$ cat src/rtl/ram_sp_be_clr.sv
// ram_sp_be_clr: single-port synchronous RAM with per-byte write enables,
// a read-valid strobe, out-of-range handling and a one-word-per-cycle clear engine.
// Ports:
//   clk, reset_n    clock, synchronous active-low reset (array itself not reset)
//   cen, wen        access enable / write select
//   be[DW/8]        byte write enables
//   addr, din       word address, write data
//   clr_req         pulse to fill every word with CLR_VAL
//   dout, rvalid    registered read data, one-cycle valid strobe per read
//   busy            high while the clear engine owns the array

// One byte lane of storage; the top holds DW/8 of these side by side.
module ram_sp_be_lane #(
  parameter int AW    = 5,
  parameter int DEPTH = 32
) (
  input  logic          clk,
  input  logic          we,
  input  logic [AW-1:0] waddr,
  input  logic [7:0]    wdata,
  input  logic [AW-1:0] raddr,
  output logic [7:0]    rdata
);
  logic [7:0] mem [DEPTH];

  always_ff @(posedge clk)
    if (we) mem[waddr] <= wdata;

  assign rdata = mem[raddr];
endmodule

module ram_sp_be_clr #(
  parameter int            DW      = 32,
  parameter int            AW      = 5,
  parameter int            DEPTH   = 32,
  parameter logic [DW-1:0] CLR_VAL = '0
) (
  input  logic            clk,
  input  logic            reset_n,
  input  logic            cen,
  input  logic            wen,
  input  logic [DW/8-1:0] be,
  input  logic [AW-1:0]   addr,
  input  logic [DW-1:0]   din,
  input  logic            clr_req,
  output logic [DW-1:0]   dout,
  output logic            rvalid,
  output logic            busy
);
  localparam int NB = DW / 8;
  // One extra bit so DEPTH == 2**AW is representable without wrap.
  localparam int CW = AW + 1;

  typedef enum logic {IDLE, CLEAR} state_t;

  state_t               state_q, state_d;
  logic [CW-1:0]        cnt_q, cnt_d;
  logic                 in_range, acc, acc_wr, acc_rd;
  logic [AW-1:0]        waddr;
  logic [NB-1:0][7:0]   rd_word;

  assign busy     = (state_q == CLEAR);
  assign in_range = ({1'b0, addr} < CW'(DEPTH));
  // A clear request in the same cycle as an access wins; the access is dropped.
  assign acc      = !busy && cen && !clr_req;
  assign acc_wr   = acc && wen && in_range;
  assign acc_rd   = acc && !wen;
  assign waddr    = busy ? cnt_q[AW-1:0] : addr;

  generate
    for (genvar i = 0; i < NB; i++) begin : g_lane
      ram_sp_be_lane #(.AW(AW), .DEPTH(DEPTH)) u_lane (
        .clk   (clk),
        // Writes are suppressed while reset is held so a reset landing mid-clear
        // leaves the not-yet-cleared words untouched.
        .we    (reset_n && (busy || (acc_wr && be[i]))),
        .waddr (waddr),
        .wdata (busy ? CLR_VAL[8*i +: 8] : din[8*i +: 8]),
        .raddr (addr),
        .rdata (rd_word[i])
      );
    end
  endgenerate

  always_comb begin
    state_d = state_q;
    cnt_d   = cnt_q;
    case (state_q)
      IDLE:
        if (clr_req) begin
          state_d = CLEAR;
          cnt_d   = '0;
        end
      CLEAR: begin
        cnt_d = cnt_q + 1'b1;
        if (cnt_q == CW'(DEPTH - 1)) state_d = IDLE;
      end
      default: state_d = IDLE;
    endcase
  end

  always_ff @(posedge clk) begin
    if (!reset_n) begin
      state_q <= IDLE;
      cnt_q   <= '0;
      dout    <= '0;
      rvalid  <= 1'b0;
    end else begin
      state_q <= state_d;
      cnt_q   <= cnt_d;
      rvalid  <= acc_rd;
      if (acc_rd) dout <= in_range ? rd_word : '0;
    end
  end
endmodule
$ cat config.mk
export PLATFORM = sky130hd
export DESIGN_NAME = ram_sp_be_clr
export DESIGN_NICKNAME = d
export VERILOG_FILES = /design/src/rtl/ram_sp_be_clr.sv
export SDC_FILE = /design/constraint.sdc
export NUM_CORES = 1
export LEC_CHECK = 0
export BUFFER_PORTS_ARGS = -buffer_cell sky130_fd_sc_hd__buf_2
export CAP_MARGIN = 20
export CORE_ASPECT_RATIO = 1.1
export CORE_MARGIN = 2
export CORE_UTILIZATION = 30
export DETAILED_ROUTE_END_ITERATION = 16
export SETUP_SLACK_MARGIN = 0.05
export SLEW_MARGIN = 15
export SYNTH_ARGS = -nofsm -noshare
export SYNTH_HDL_FRONTEND = slang
export SYNTH_SLANG_ARGS = --single-unit
$ cat constraint.sdc
create_clock -name clk -period 5.5 [get_ports clk]
set_input_delay 0.55 -clock clk [delete_from_list [all_inputs] [get_ports clk]]
set_output_delay 0.55 -clock clk [all_outputs]
set_load 0.005 [all_outputs]
==> out/summary.txt, run 1 <==
Hold Vio Cnt, Final: 0
Clock slew seen by the registers of the worst setup and hold paths: 0.06 ns
Fillers: 13,021
Hold Path Class: input port to flip-flop
Largest net degree at the start of global routing: 142
Commonest cells after routing, fill and taps aside: 1,024 x edfxtp_1, 515 x mux2i_1, 256 x a22oi_1
Design internal power: 13,300 uW
WL/cell: 23.6 microns
Combinational power share: 5.5%
Number of global-route vias before repair: 21,994
Crit. End Element: flip-flop
YS warnings: 0
Fmax: 288 MHz
Status: finished clean
Psw: 3620 uW
Num CTS Buffers: 105
Sw frac: 21.3%
Placed instance count: 4,293
Mapped cell area: 42,000 sq um
RSZ-0062 raised after global routing: false
DIE WIDTH: 361 microns
Gp weighted congestion: 0.782
Die area: 143,000 sq um
Pleak: 0.0164 uW
Register area share after synthesis: 75.1%
Footprint of the multi-input gates: 9770 sq um
Syn_area_per_cell: 16.9 sq um
Period utilization: 63.0%
Register area: 31,600 sq um
CORE AREA: 140,000 sq um
Final Max Slew Viols: 0
CTS tree: yes
Max_cap viols: 0
Crit Path Max Fanout: 41
Initial antenna violation count: 4
Yosys reg bits: 1,064
Worst Max-Slew Pin Slew: 1.13 ns
DR DRC count: 0
DR vias/cell: 5.00
Synth area leaders: edfxtp_1 73%, mux2i_1 12%, a22oi_1 4.6%
Simple-Gate Fraction of Synth Area: 3.26%
Post-DP HPWL: 63,800 microns
CTS Hold Bufs: 0
Remaining antenna violation count after routing: 0
Syn Nets: 2,530
Nets: 2,625
Seq pwr share: 53.0%
GRT Util Overall: 14.5%
Proportion of power drawn by the clock network: 41.5%
Post-Synth Adder-Cell Area: 0.0298%
Compound-cell area share of the yosys netlist: 7.17%
Post-CTS Setup Bufs: 0
Xor/xnor share of the synthesized area: 0.0208%
Largest family of logic cells by synthesized area: multiplexers
Clock Latency Late Sink: 0.68 ns
WHS: 0.345 ns
CTS Sinks: 1,064
Std-Cell Rows: 144
Mux share of post-synthesis cell area: 12.3%
# port buffers: 79
Final setup violation count: 0
Area leader, netlist: edfxtp_1
Maximum vdd drop: 0.000249 V
Worst Setup Start Kind: flip-flop
CTS H-tree lvls: 3
Relative slew slack: 24.2%
Req. time, crit path: 5.77 ns
Post-Route Setup TNS: 0 ns
Mapped Cells: 2,483
Critical Path AT: 3.74 ns
First-pass DRT Iterations: 6
Clock tree root buffer cell: clkbuf_16
Yosys top cell area share: 73.2%
IO Count: 80
Area growth syn-to-layout: 14.2%
Clk_skew: 0.0237 ns
Initial Util: 30.1%
First-pass GRT wire length: 153,000 microns
Total Routed Length: 106,000 microns
Synth cell types: 38
Post-cts sizing count: 0
Initial drt markers: 2,521
Die Span Y: 397 microns
Critical path class: flip-flop to flip-flop
Commonest non-fill, non-tap cell in the layout: edfxtp_1
Clk buf depth: 3
Share of layout cells above drive strength 1: 13.7%
Non-filler cells in the finished layout: 4,490
Grt total ovfl: 0
Power Density: 353 nW/um^2
Via count: 22,436
Fin crit period: 3.47 ns
-- critical path, stage by stage (launching register included) --
cell     delay, ns
dfxtp_4       0.67
buf_4         0.62
a31oi_1       0.30
or3_1         0.61
nor2_1        0.82
-- flip-flops by register name, summed over array words and instances (netlist names) --
name / count
rvalid: 1
g_lane.u_lane.mem: 1024
busy: 1
cnt_q: 6
dout: 32
-- final cells by class --
type	instances	share of cell area [%]
sequential	1064	65.7
clock inverter	45	0.956
inverter	5	0.0391
clock buffer	146	6.05
timing repair buffer	149	2.11
multi-input combinational	1253	20.4
antenna	3	0.0156
tap	1825	4.76
-- path summary, 6_finish.rpt --
| path | startpoint | endpoint | slack (ns) | depth (start not counted) |
|---|---|---|---|---|
| setup / recovery | busy$_SDFF_PN0_ | g_lane[0].u_lane.mem[30][2]$_DFFE_PP_ | 2.03 | 4 |
| hold / removal | clr_req | cnt_q[4]$_SDFFE_PN0P_ | 0.35 | 4 |
| setup reg to reg | busy$_SDFF_PN0_ | g_lane[0].u_lane.mem[30][2]$_DFFE_PP_ | 2.03 | 4 |
| hold reg to reg | cnt_q[5]$_SDFFE_PN0P_ | cnt_q[5]$_SDFFE_PN0P_ | 0.50 | 2 |
-- routing by layer --
| metal | GRT usage [%] | share of wire [%] | vias to the layer above |
|---|---|---|---|
| met4 | 4.91 | 2.9 | 0 |
| met2 | 22.4 | 46 | 815 |
| li1 | - | - | 10043 |
| met3 | 3.79 | 8.4 | 148 |
| met1 | 19.7 | 43 | 11430 |
| met5 | 0 | 0 | - |
-- cell usage after synthesis (all sizes together) --
cell and instances:
xnor2 1, or3 7, a21oi 164, a22oi 256
nor2b 35, and2 2, mux2i 515, nor2 111
nor4b 1, o21ai 37, mux2 2, edfxtp 1024
a31oi 5, inv 5, nand4b 1, ha 1
or2 19, and3b 2, nand3 2, buf 71
dfxtp 40, a211oi 2, o221ai 1, clkbuf 90
and3 1, a21o 4, or4 32, nor3 28
nand3b 3, nor3b 4, nand2b 4, nand2 12
nand4 1
-- power by group through the flow --
stage | Combinational (uW) | Sequential (uW) | Clock (uW)
4_1_cts | 931 | 8990 | 7150
6_report | 929 | 8990 | 7030
3_3_place_gp | 914 | 9160 | 0
2_1_floorplan | 563 | 9150 | 0
5_1_grt | 993 | 8990 | 7460
3_5_place_dp | 928 | 9160 | 0
-- per-stage QoR --
step	instance area, sq um	worst slack, ns	util (%)	power [uW]
floorplan	42000	2.74	-	9710
global placement	44600	1.92	31.9	10100
detailed placement	44600	2.05	32.0	10100
CTS	48000	2.08	34.4	17100
global route	48000	1.89	34.4	17400
finish	48000	2.03	34.4	16900
-- kinds of logic (layout without fill, tap and decap cells) --
logic type / Yosys count / count (layout)
adder cells (fa/ha/maj): 1 / 1
multiplexers: 517 / 517
AND/OR/NAND/NOR: 265 / 265
buffers and inverters: 166 / 345
flip-flops: 1064 / 1064
AO/OA/AOI/OAI: 469 / 469
XOR/XNOR: 1 / 1
other: 0 / 3
(Power assumes the default switching activity.)
==> run 2: changes to the inputs <==
- clock period: 5.5 -> 2.95 ns (I/O delays scaled with it)
==> out/summary.txt, run 2 (synthesized netlist as in run 1, its figures left out) <==
Status: finished clean (unchanged)
Relative slew slack: 34.2% (was 24.2%)
Crit Path Max Fanout: 24 (was 41)
Maximum vdd drop: 0.000530 V (was 0.000249 V)
Hold Path Class: input port to flip-flop (unchanged)
Share of layout cells above drive strength 1: 17.9% (was 13.7%)
Worst Setup Start Kind: flip-flop (unchanged)
Nets: 2,753 (was 2,625)
CORE AREA: 140,000 sq um (unchanged)
Grt total ovfl: 0 (unchanged)
First-pass GRT wire length: 154,000 microns (was 153,000 microns)
Gp weighted congestion: 0.803 (was 0.782)
Area growth syn-to-layout: 16.9% (was 14.2%)
Clock Latency Late Sink: 0.69 ns (was 0.68 ns)
Worst Max-Slew Pin Slew: 0.982 ns (was 1.13 ns)
Final WS setup: 0.259 ns (was 2.03 ns)
Die Span Y: 397 microns (unchanged)
Via count: 22,782 (was 22,436)
Critical Path AT: 3.12 ns (was 3.74 ns)
Design internal power: 24,800 uW (was 13,300 uW)
Req. time, crit path: 3.37 ns (was 5.77 ns)
Sw frac: 21.8% (was 21.3%)
GRT Util Overall: 14.5% (about the same)
Clock tree root buffer cell: clkbuf_16 (unchanged)
Final setup violation count: 0 (unchanged)
Worst Reg-to-Reg Cells: 6 (was 4)
Largest regs: g_lane.u_lane.mem x1024, dout x32, cnt_q x6 (unchanged)
Commonest cells after routing, fill and taps aside: 1,024 x edfxtp_1, 515 x mux2i_1, 256 x a22oi_1 (unchanged)
Die area: 143,000 sq um (unchanged)
Std-Cell Rows: 144 (unchanged)
Hold Vio Cnt, Final: 0 (unchanged)
Post-route core utilization: 35.2% (was 34.4%)
RSZ-0062 raised after global routing: false (unchanged)
Remaining antenna violation count after routing: 0 (unchanged)
Post-Route Setup TNS: 0 ns (unchanged)
Final Max Slew Viols: 0 (unchanged)
Post-CTS Setup Bufs: 0 (unchanged)
Number of global-route vias before repair: 22,341 (was 21,994)
Initial antenna violation count: 6 (was 4)
# port buffers: 79 (unchanged)
Num CTS Buffers: 105 (unchanged)
CTS H-tree lvls: 3 (unchanged)
DR vias/cell: 4.93 (was 5.00)
CTS Hold Bufs: 0 (unchanged)
Commonest non-fill, non-tap cell in the layout: edfxtp_1 (unchanged)
DIE WIDTH: 361 microns (unchanged)
Total Routed Length: 106,000 microns (about the same)
Crit. End Element: flip-flop (unchanged)
Period utilization: 91.2% (was 63.0%)
Initial drt markers: 2,636 (was 2,521)
Clk buf depth: 3 (unchanged)
CTS Sinks: 1,064 (unchanged)
WL/cell: 23.0 microns (was 23.6 microns)
Largest register FFs: 1,024 (unchanged)
Proportion of power drawn by the clock network: 41.4% (was 41.5%)
Fmax: 372 MHz (was 288 MHz)
Post-DP HPWL: 66,500 microns (was 63,800 microns)
Max_cap viols: 0 (unchanged)
IO Count: 80 (unchanged)
Largest Register: g_lane.u_lane.mem (unchanged)
Psw: 6900 uW (was 3620 uW)
Power Total: 31,700 uW (was 16,900 uW)
Clock slew seen by the registers of the worst setup and hold paths: 0.06 ns (about the same)
Critical path class: flip-flop to flip-flop (unchanged)
DR DRC count: 0 (unchanged)
First-pass DRT Iterations: 5 (was 6)
Pleak: 0.0171 uW (was 0.0164 uW)
CTS tree: yes (unchanged)
Seq pwr share: 52.9% (was 53.0%)
Clk_skew: 0.0271 ns (was 0.0237 ns)
Largest net degree at the start of global routing: 81 (was 142)
Post-cts sizing count: 0 (unchanged)
Hold depth: 4 (unchanged)
Pre-CTS setup slack: 0.320 ns (was 2.05 ns)
Initial Util: 30.1% (unchanged)
Fin crit period: 2.69 ns (was 3.47 ns)
Power Density: 645 nW/um^2 (was 353 nW/um^2)
Combinational power share: 5.7% (was 5.5%)
## run 2: changes by cell type in the layout (fill, tap and decap cells not counted), moves of 3 or more
cell,change
buf_4,+116
buf_12,+16
nor2b_4,-7
clkbuf_1,-9
nor2b_2,+7
clkinv_4,+3
buf_6,-3
clkinv_2,+4
clkinvlp_4,+5
## run 2: critical path, cell delays in order, from the launching register on
cell     delay (ns)
dfxtp_4        0.50
buf_4          0.38
nor3_1         0.10
a31oi_2        0.61
or3_1          0.51
nor2_1         0.11
buf_4          0.19
## run 2: final timing paths
check / startpoint / to / slack [ns]
setup / recovery: busy$_SDFF_PN0_ / g_lane[3].u_lane.mem[20][6]$_DFFE_PP_ / 0.26
hold / removal: clr_req / cnt_q[1]$_SDFFE_PN0P_ / 0.09
setup reg to reg: busy$_SDFF_PN0_ / g_lane[3].u_lane.mem[20][6]$_DFFE_PP_ / 0.26
hold reg to reg: cnt_q[5]$_SDFFE_PN0P_ / cnt_q[5]$_SDFFE_PN0P_ / 0.50
## run 2: power by group through the flow
stage / Clock (uW) / Sequential, uW / Combinational [uW]
after global routing: 13900 / 16700 / 1930
after detailed placement: 0 / 17100 / 1810
after floorplan: 0 / 17100 / 1050
final: 13100 / 16800 / 1800
after global placement: 0 / 17100 / 1790
after CTS: 13300 / 16800 / 1810
## run 2: cell type report
type | instances | area, sq um
timing repair buffer | 277 | 2170
multi-input combinational | 1253 | 9710
inverter | 5 | 18.8
antenna | 1 | 2.50
clock inverter | 58 | 534
clock buffer | 137 | 2870
fill | 12986 | 90500
tap | 1825 | 2280
sequential | 1064 | 31600
## run 2: metrics by stage
stage | area [sq um] | std cells | hold slack [ns]
2_1_floorplan | 42000 | 2483 | 0.456
3_3_place_gp | 45700 | 4424 | 0.476
3_5_place_dp | 45700 | 4424 | 0.489
4_1_cts | 49100 | 4619 | 0.0417
5_1_grt | 49100 | 4619 | 0.0950
6_report | 49100 | 4620 | 0.0918
## run 2: layer usage
layer,share of wire (%),global-route usage (%)
met5,0.028,0
met4,1.9,3.80
met3,7.3,2.94
met2,46,22.9
met1,44,20.3
